`src/rtl/microsequencer.sv`:
```
// Next-address generator for the microprogrammed control unit.
// It holds the 7-bit microstore index and picks the next one each cycle.
// Candidates are the sequencing fields, the decoder entry address, one
// qualified status condition and a small return-address stack.
//
// ns_sel | meaning
// 000    | DECODE  : dec_addr
// 001    | FETCH   : FETCH_ADDR
// 010    | JUMP    : cr_addr
// 011    | INC     : index + 1
// 100    | CJUMP   : c ? cr_addr : index + 1
// 101    | CDECODE : c ? dec_addr : index + 1
// 110    | CALL    : push index + 1, go to cr_addr
// 111    | RET     : pop top of stack (FETCH_ADDR when empty)
module microsequencer #(
  parameter logic [6:0] RESET_ADDR  = 7'd0,
  parameter logic [6:0] FETCH_ADDR  = 7'd1,
  parameter int         STACK_DEPTH = 2
) (
  input  logic       clk,
  input  logic       clr,
  input  logic       stall,
  input  logic [2:0] ns_sel,
  input  logic [1:0] cond_sel,
  input  logic       inv,
  input  logic [6:0] cr_addr,
  input  logic [6:0] dec_addr,
  input  logic       moc,
  input  logic       cond_pass,
  input  logic       irq,
  output logic [6:0] index,
  output logic [2:0] sp,
  output logic       ovf,
  output logic       unf
);

  localparam logic [2:0] SP_FULL = 3'(STACK_DEPTH);

  // stk[0] is the oldest entry; stk[sp-1] is the top.
  logic [6:0] stk [STACK_DEPTH];
  logic       cond_raw;
  logic       c;
  logic [6:0] inc;
  logic [6:0] top;
  logic [6:0] nxt;
  logic       do_call;
  logic       do_ret;

  assign c       = cond_raw ^ inv;
  assign inc     = index + 7'd1;
  assign do_call = (ns_sel == 3'b110);
  assign do_ret  = (ns_sel == 3'b111);

  // Pick the status condition named by cond_sel.
  always_comb begin
    case (cond_sel)
      2'b00:   cond_raw = moc;
      2'b01:   cond_raw = cond_pass;
      2'b10:   cond_raw = irq;
      default: cond_raw = 1'b1;
    endcase
  end

  // Top of stack; an empty stack returns to the fetch routine.
  always_comb begin
    top = FETCH_ADDR;
    for (int i = 0; i < STACK_DEPTH; i++) begin
      if (sp == 3'(i + 1)) top = stk[i];
    end
  end

  // Next-index select from the current microinstruction fields.
  always_comb begin
    case (ns_sel)
      3'b000:  nxt = dec_addr;
      3'b001:  nxt = FETCH_ADDR;
      3'b010:  nxt = cr_addr;
      3'b011:  nxt = inc;
      3'b100:  nxt = c ? cr_addr : inc;
      3'b101:  nxt = c ? dec_addr : inc;
      3'b110:  nxt = cr_addr;
      default: nxt = top;
    endcase
  end

  // Index register, return stack and sticky error flags.
  always_ff @(posedge clk or negedge clr) begin
    if (!clr) begin
      index <= RESET_ADDR;
      sp    <= 3'd0;
      ovf   <= 1'b0;
      unf   <= 1'b0;
      for (int i = 0; i < STACK_DEPTH; i++) stk[i] <= 7'd0;
    end else if (!stall) begin
      index <= nxt;
      if (do_call) begin
        if (sp == SP_FULL) begin
          // Full: drop the oldest return address to make room.
          for (int i = 0; i < STACK_DEPTH - 1; i++) stk[i] <= stk[i + 1];
          stk[STACK_DEPTH - 1] <= inc;
          ovf <= 1'b1;
        end else begin
          for (int i = 0; i < STACK_DEPTH; i++) begin
            if (sp == 3'(i)) stk[i] <= inc;
          end
          sp <= sp + 3'd1;
        end
      end else if (do_ret) begin
        if (sp == 3'd0) unf <= 1'b1;
        else            sp  <= sp - 3'd1;
      end
    end
  end

endmodule

```
`config.mk`:
```
export PLATFORM = sky130hd
export DESIGN_NAME = microsequencer
export DESIGN_NICKNAME = d
export VERILOG_FILES = /design/src/rtl/microsequencer.sv
export SDC_FILE = /design/constraint.sdc
export NUM_CORES = 1
export LEC_CHECK = 0
export CAP_MARGIN = 10
export CORE_ASPECT_RATIO = 0.7
export CORE_MARGIN = 5
export CORE_UTILIZATION = 48
export CTS_BUF_LIST = sky130_fd_sc_hd__clkbuf_16
export DETAILED_ROUTE_END_ITERATION = 12
export DONT_BUFFER_PORTS = 1
export REMOVE_ABC_BUFFERS = 1
export SKIP_LAST_GASP = 1
export SLEW_MARGIN = 10
export SYNTH_ARGS = -nofsm -noshare
export SYNTH_HDL_FRONTEND = slang
export SYNTH_SLANG_ARGS = --single-unit
```
`constraint.sdc`:
```
create_clock -name clk -period 2.1 [get_ports clk]
set_input_delay 0.21 -clock clk [delete_from_list [all_inputs] [get_ports clk]]
set_output_delay 0.21 -clock clk [all_outputs]
set_load 0.01 [all_outputs]
```
==> results of run 1 <==
[critical path: stages, from the launching register on]
cell and delay (ns):
dfrtp_1 0.48, inv_1 0.12, ha_1 0.27, nor2b_1 0.15, buf_4 0.21, a221o_1 0.36, mux2i_1 0.13, a31oi_1 0.05
[cells in the mapped netlist, types with 2 or more instances]
master      n
nand3_1     3
or3_1       2
mux2i_1     8
mux2_2      8
xor2_1      5
o21ai_0    26
inv_1      12
a221oi_1    4
a221o_1     3
o2bb2ai_1   4
o21a_1      4
ha_1        6
and2_1      3
a21oi_1    18
xnor2_1     3
a21boi_0    2
a211oi_1    3
a31oi_1     3
nor3_1      4
nor3b_1     2
dfrtp_1    26
o311ai_0    2
nor2_1     18
a31o_2      2
nor2b_1     2
a22oi_1     3
buf_2       4
clkbuf_1    7
nand2_1    17
nand2b_1    2
[power by group through the flow]
stage	sequential (mW)	combinational [mW]	clock [mW]
3_5_place_dp	0.947	0.741	0
4_1_cts	0.938	0.761	0.430
2_1_floorplan	0.897	0.556	0
5_1_grt	0.972	0.870	0.446
3_3_place_gp	0.941	0.717	0
6_report	0.939	0.758	0.419
[final cells by class]
class / count / area [um^2] / share of cell area, %
Timing Repair Buffer: 8 / 75.1 / 3.59
Clock buffer: 3 / 75.1 / 3.59
Multi-Input combinational cell: 173 / 1180 / 56.5
Tap cell: 52 / 65.1 / 3.11
Inverter: 12 / 45.0 / 2.15
Sequential cell: 26 / 651 / 31.1
[cells by family after synthesis]
group / count (synthesis)
adders and majority gates: 6
muxes: 16
and+or+nand+nor: 60
xor gates and xnor gates: 8
buffers and inverters: 25
AOI/OAI and AO/OA: 83
DFF: 26
[per-stage QoR]
step                hold slack [ns]  setup slack [ns]  utilization [%]  std cells  total power [mW]
floorplan                   -0.0856            0.0224                -        211              1.45
global placement            -0.0844             0.264             51.0        269              1.66
detailed placement          -0.0844             0.212             51.0        269              1.69
CTS                          0.0996             0.196             53.7        274              2.13
global route                  0.106            0.0658             53.7        274              2.29
finish                       0.0999             0.205             53.7        274              2.12
[layer usage]
metal	wire, um	global-route usage [%]	up-vias
met2	2410	32.3	54
met1	2180	24.2	818
met3	365	5.08	6
met4	61	5.34	0
met5	0	0	-
li1	-	-	822
[sequential cells by signal (all words and copies together) (netlist names)]
signal and flops:
index 7, stk 14, ovf 1, unf 1
sp 3
[final timing paths]
kind	from	endpoint	slack [ns]	depth (start not counted)
min in group asynchronous	clr	stk[6]	0.41	2
max	sp[0]	index[1]	0.21	7
max reg2reg	sp[0]	index[1]	0.21	7
min	dec_addr[1]	index[1]	0.1	2
max in group asynchronous	clr	index[0]	1.54	2
min reg2reg	stk[9]	stk[9]	0.52	1
[repair_timing]
item | in CTS | in global routing
hold endpoints to repair | 26 | 0
hold buffers | 2 | 0
setup endpoints to repair | 0 | 0
==> results.toml, run 1 <==
[outcome]
status = "completed"

[yosys]
synth_top_family_by_area = "compound AO/OA/AOI/OAI gates"
synthSimpleGateAreaFrac_pct = 16.3
synthMuxAreaShare_pct = 8.78
yosysSeqAreaShare_pct = 33.6
yosys-top-cells-area = "dfrtp_1, o21ai_0, a21oi_1"
ys_ff_latch = 26
synth_fa_ha_area_share_pct = 3.87
yosys_warnings = 0
synth_edf_count = 0
synth_xor_area_share_pct = 3.62
ys_dominant_reg_cell = "dfrtp_1"
synth_compound_area_share_pct = 28.4
yosysUniqueCellTypes = 48
synthCells = 224
synth_area_um2 = 1940
synth_area_per_cell_um2 = 8.65
yosys.area.top_type = "dfrtp_1"
synth_top_area_share_pct = 33.6
async_flop_share_pct = 100

[sta]
setup_viol = 0
tightest_slew_ns = 0.651
skew_ns = 0.00411
setup_tns_ns = 0
max_freq_ghz = 0.528
timing.final.crit_share_pct = 90.2
slew_headroom_pct = 56.5
period_minus_slack_ns = 1.89
rsz0062_at_grt = "no"
hold_viol = 0
report.final.slew_viol_count = 0

[die]
initial_utilization_pct = 49.7
ioPinCount = 38
fp.dieH_um = 63.2
dieWidth_um = 86.0
core_um2 = 3900
rows = 19
die-area_um2 = 5430

[worst_setup_path]
end_kind = "flop"
worst-endpoint-required_ns = 2.24
critPathMaxFanout = 21
crit_type = "flop to flop"
cp-start-kind = "flop"
arrival_ns = 2.03

[detailed_routing]
first_pass_iters = 4
drc = 0
drtIter0Drc = 103
ant_nets = 0
vias = 1700
avgViaCountPerCell = 6.20
wl_per_cell_um = 18.3
routed_wl_um = 5020

[power_and_ir_drop]
comb_power_share_pct = 35.8
static-leakage-power_nw = 0.848
power.clock.fraction_pct = 19.8
switching_share_pct = 38.5
power.switching_mw = 0.815
vdd_drop_max_mv = 0.579
seqPwrFrac_pct = 44.4
intPower_mw = 1.30
cellPowerDensity_nw_per_um2 = 1010

[layout]
diodes = 0
final_area_um2 = 2090
finalNetCount = 256
layout-drive-gt1-share_pct = 11.7
num-fill-cells = 378
synthToLayoutAreaGrowth_pct = 7.94
mostFrequentLayoutCells = "o21ai_0, dfrtp_1, a21oi_1, nor2_1, nand2_1"

[cts]
htreeDepth = 1
clock_sinks = 26
cts_made_buffers = 3
cts_buffer_depth = 2
cts_setup_buffers = 0
root_buffer = "clkbuf_16"
cts_tree = "done"
cts_resized = 0
clkTransAtPathRegs_ns = 0.06
clkLatencyLatePin_ns = 0.26

[grt]
grt_pass1_wl_um = 8430
grt_start_max_net_pins = 27
overflow = 0
grt_use_total_pct = 19.2
antenna_found_initial = 0
grt_pass1_vias = 1755

[hold_path]
min-delay-path-class = "primary input to flop"

[placed_design]
gp_congestion = 0.807
dpl.hpwl_um = 3770
io_buffers = 0
placed_area_um2 = 1990

[job]
drv_cap = 0
(Power assumes the default switching activity.)
==> run 2: changes to the inputs <==
- BUFFER_PORTS_ARGS: not set -> -buffer_cell sky130_fd_sc_hd__buf_4
- CTS_CLUSTER_SIZE: not set -> 28
- DONT_BUFFER_PORTS: 1 -> not set
- PLACE_DENSITY: not set -> 0.71
==> run 2 against run 1 <==
Worst hold slack improved by 0.12 ns. Combinational power rose by 27%. Non-clock buffer count is 37 higher. Register-to-register slack improved by 0.04 ns. Die area did not move.
==> results.toml, run 2 (synthesized netlist as in run 1, its figures left out) <==
[grt]
overflow = 0
grt_pass1_wl_um = 8420
antenna_found_initial = 0
grt_pass1_vias = 1751
grt_start_max_net_pins = 27
grt_use_total_pct = 19.1

[die]
core_um2 = 3900
fp.dieH_um = 63.2
die-area_um2 = 5430
rows = 19
initial_utilization_pct = 49.7
ioPinCount = 38
dieWidth_um = 86.0

[layout]
largestRegisters = "stk x14, index x7, sp x3"
layout-drive-gt1-share_pct = 24.3
final_area_um2 = 2360
synthToLayoutAreaGrowth_pct = 21.6
mostFrequentLayoutCells = "buf_4, o21ai_0, dfrtp_1, a21oi_1, nor2_1"
fin_cells = 311
finalNetCount = 293
layout_commonest_cell = "buf_4"
top_register = "stk"
largest_reg_flops = 14
diodes = 0

[placed_design]
gp_congestion = 0.784
place_inst = 307
dpl.hpwl_um = 3870
placed_area_um2 = 2270
io_buffers = 37
post-place-ws_ns = 0.261

[worst_setup_path]
end_kind = "flop"
arrival_ns = 1.99
worst-endpoint-required_ns = 2.24
critPathMaxFanout = 20
crit_type = "flop to flop"
cp-start-kind = "flop"

[detailed_routing]
first_pass_iters = 4
avgViaCountPerCell = 5.86
route.top_layer_used = "met4"
wl_met3_um = 328
ant_nets = 0
drt-met1-wl_um = 2340
routed_wl_um = 4930
wl_met2_um = 2250
wl_per_cell_um = 15.8
drc = 0
vias = 1822
drtIter0Drc = 89

[sta]
setup_viol = 0
rsz0062_at_grt = "no"
report.final.slew_viol_count = 0
tightest_slew_ns = 0.550
hold_viol = 0
period_minus_slack_ns = 1.86
final.setup.worst_slack_ns = 0.243
timing.final.crit_share_pct = 88.4
setup_tns_ns = 0
slew_headroom_pct = 63.0
skew_ns = 0.00356
max_freq_ghz = 0.538

[power_and_ir_drop]
cellPowerDensity_nw_per_um2 = 964
static-leakage-power_nw = 1.02
vdd_drop_max_mv = 0.856
power_mw = 2.27

[outcome]
status = "completed"

[cts]
cts_setup_buffers = 0
cts_tree = "done"
clkTransAtPathRegs_ns = 0.06
cts_made_buffers = 3
clkLatencyLatePin_ns = 0.26
cts_buffer_depth = 2
htreeDepth = 1
root_buffer = "clkbuf_16"
clock_sinks = 26

[hold_path]
min-delay-path-class = "primary input to flop"

[job]
drv_cap = 0
run 2: cell count changes in the layout (fill, tap and decap cells not counted), sizes merged:
cell  previous run  this run
buf              7        44
run 2: worst paths after layout:
check | startpoint | endpoint | slack (ns) | cells after the start
worst min register to register | unf | unf | 0.48 | 1
worst max register to register | sp[0] | index[1] | 0.24 | 7
min in group asynchronous | clr | index[6] | 0.40 | 2
worst max-delay path | sp[0] | index[1] | 0.24 | 7
worst min-delay path | dec_addr[1] | index[1] | 0.22 | 3
max in group asynchronous | clr | stk[2] | 1.45 | 2
run 2: per-stage QoR:
step	hold WS (ns)	utilization [%]
CTS	0.221	60.5
finish	0.225	60.5
global placement	0.136	58.3
global route	0.227	60.5
floorplan	-0.0856	-
detailed placement	0.137	58.3
run 2: layout make-up:
type / instances / area (um^2)
inverters: 12 / 45.0
flip-flops and latches: 26 / 651
well taps: 52 / 65.1
clock buffers: 3 / 75.1
fillers: 351 / 1540
repair buffers: 45 / 340
multi-input cells: 173 / 1180
run 2: what timing repair did:
| action | in CTS | in global routing |
|---|---|---|
| endpoints found under the hold margin | 26 | 0 |
| hold buffers | 1 | 0 |
| endpoints found under the setup margin | 0 | 0 |
| resized for setup | 0 | 0 |
run 2: metal layers:
layer / up-vias / global-route usage (%)
met3: 2 / 4.95
li1: 896 / -
met2: 44 / 29.4
met5: - / 0
met4: 0 / 1.98
met1: 880 / 27.8
run 2: report_power, final:
| part | leakage [nW] | switching, mW | internal, mW |
|---|---|---|---|
| logic | 0.669 | 0.505 | 0.456 |
| registers | 0.315 | 0.188 | 0.704 |
| clock network | 0.0370 | 0.165 | 0.252 |
| total | 1.02 | 0.859 | 1.41 |
run 2: worst max-delay path: stages (launching register included):
cell     delay (ns)
dfrtp_1        0.43
inv_1          0.11
ha_1           0.27
nor2b_1        0.16
buf_4          0.21
a221o_1        0.36
mux2i_1        0.13
a31oi_1        0.06
==> run 3: changes to the inputs <==
- CTS_BUF_LIST: sky130_fd_sc_hd__clkbuf_16 -> not set
- CTS_CLUSTER_SIZE: 28 -> not set
==> run 3 against run 2 <==
Power shrank 6.2%. Final cell count is the same. Largest power group unchanged. Via count grew 0.88%. Critical path depth is the same. First-iteration DRC count up 5.6%. Clock skew up 0.0036 ns. Sequential cell count is the same. Worst hold slack lost 0.018 ns. Largest cell class unchanged. Sequential power hardly changed. Utilization shrank 0.87 points.
==> results.toml, run 3 (synthesized netlist as in run 1, its figures left out) <==
[worst_setup_path]
critPathTopFamily = "flip-flops"
setup.worst_path.start = "sp[0]"
crit_slowest_cell = "dfrtp_1"
cp_num_cells = 7
worst-endpoint-required_ns = 2.25
rr_endpoint = "index[5]"
reg2regPathDepth = 7
cp_num_buf_inv = 2
crit_path_end = "index[5]"
reg2reg_from = "sp[0]"
critPathMaxFanout = 20
end_kind = "flop"
slowest_delay_ns = 0.44
crit_type = "flop to flop"
cp_cell_sequence = "inv_1, ha_1, nor2b_1, buf_4, a221o_1, mux2i_1, a21oi_1"
cp-start-kind = "flop"
arrival_ns = 2.01
r2r_slack_ns = 0.24

[layout]
num-fill-cells = 360
layout-drive-gt1-share_pct = 24.3
largest_reg_flops = 14
mostFrequentLayoutCells = "buf_4, o21ai_0, dfrtp_1, a21oi_1, nor2_1"
multi_input_area_um2 = 1180
diodes = 0
top_register = "stk"
fin_cells = 311
largestRegisters = "stk x14, index x7, sp x3"
fin_util_pct = 59.6
ff_latch_area_um2 = 651
synthToLayoutAreaGrowth_pct = 19.9
layout_commonest_cell = "buf_4"
final_area_um2 = 2320
finalNetCount = 293

[power_and_ir_drop]
cellPowerDensity_nw_per_um2 = 917
static-leakage-power_nw = 1.01
power_mw = 2.13
vdd_drop_max_mv = 0.920

[sta]
timing.final.crit_share_pct = 88.6
final.setup.worst_slack_ns = 0.240
rsz0062_at_grt = "no"
period_minus_slack_ns = 1.86
report.final.slew_viol_count = 0
slew_headroom_pct = 62.4
tightest_slew_ns = 0.558
skew_ns = 0.00719
setup_tns_ns = 0
finalHoldWorstSlack_ns = 0.207
max_freq_ghz = 0.538
setup_viol = 0
hold_viol = 0

[cts]
clock_sinks = 26
clkLatencyLatePin_ns = 0.27
cts_tree = "done"
htreeDepth = 1
cts_setup_buffers = 0
root_buffer = "clkbuf_8"
cts_resized = 0
cts_made_buffers = 3
cts_buffer_depth = 2
clkTransAtPathRegs_ns = 0.09

[die]
initial_utilization_pct = 49.7
core_um2 = 3900
die-area_um2 = 5430
rows = 19
dieWidth_um = 86.0
ioPinCount = 38
fp.dieH_um = 63.2

[job]
drv_cap = 0

[detailed_routing]
drc = 0
avgViaCountPerCell = 5.91
wl_per_cell_um = 15.8
vias = 1838
routed_wl_um = 4910
drtIter0Drc = 94
first_pass_iters = 4
ant_nets = 0

[grt]
use_met3_pct = 4.56
overflow = 0
grt_start_max_net_pins = 27
grt_use_total_pct = 19.1
use_met2_pct = 29.6
grt_pass1_vias = 1756
antenna_found_initial = 0
busiest_layer = "met2"
grt_pass1_wl_um = 8460
use_met1_pct = 27.8

[outcome]
status = "completed"

[placed_design]
place_inst = 307
gp_congestion = 0.784
dpl.hpwl_um = 3870
post-place-ws_ns = 0.261
placed_area_um2 = 2270
io_buffers = 37

[hold_path]
min-delay-path-class = "primary input to flop"
holdPathStages = 3
==> run 3: cell counts in the layout (fill, tap and decap cells not counted) <==
Identical to the previous run, type by type.
==> run 3: what timing repair did <==
item | in CTS | in global routing
hold buffers | 1 | 0
endpoints found under the hold margin | 26 | 0
endpoints found under the setup margin | 0 | 0
==> run 3: worst min-delay path by stage <==
stage / from / end / slack (ns)
5_1_grt: dec_addr[1] / index[1] / 0.20
2_1_floorplan: clr / index[0] / -0.09
4_1_cts: dec_addr[1] / index[1] / 0.20
3_3_place_gp: clr / index[5] / 0.14
6_report: dec_addr[1] / index[1] / 0.21
3_5_place_dp: clr / index[6] / 0.14
==> run 3: layout make-up <==
| class | count | area share (%) |
|---|---|---|
| Multi-Input combinational cell | 173 | 50.8 |
| Sequential cell | 26 | 28.0 |
| Timing Repair Buffer | 45 | 14.6 |
| Tap cell | 52 | 2.80 |
| Inverter | 12 | 1.94 |
| Clock buffer | 3 | 1.78 |
==> run 3: worst register-to-register path: cells and delay by family (launching register included) <==
family                     cells  cell delay, ns
muxes                          1            0.13
adders and majority gates      1            0.27
buffers and inverters          2            0.32
and+or+nand+nor                1            0.16
DFF                            1            0.44
AOI/OAI and AO/OA              2            0.42
==> run 3: layer usage <==
metal  vias up  share of wire (%)
li1        896                  -
met1       888                 47
met2        52                 46
met3         2                6.7
met4         0               0.22
met5         -                  0
==> run 3: where the power goes <==
part	switching (mW)	internal [mW]
clock network	0.151	0.128
registers	0.189	0.703
logic	0.504	0.456
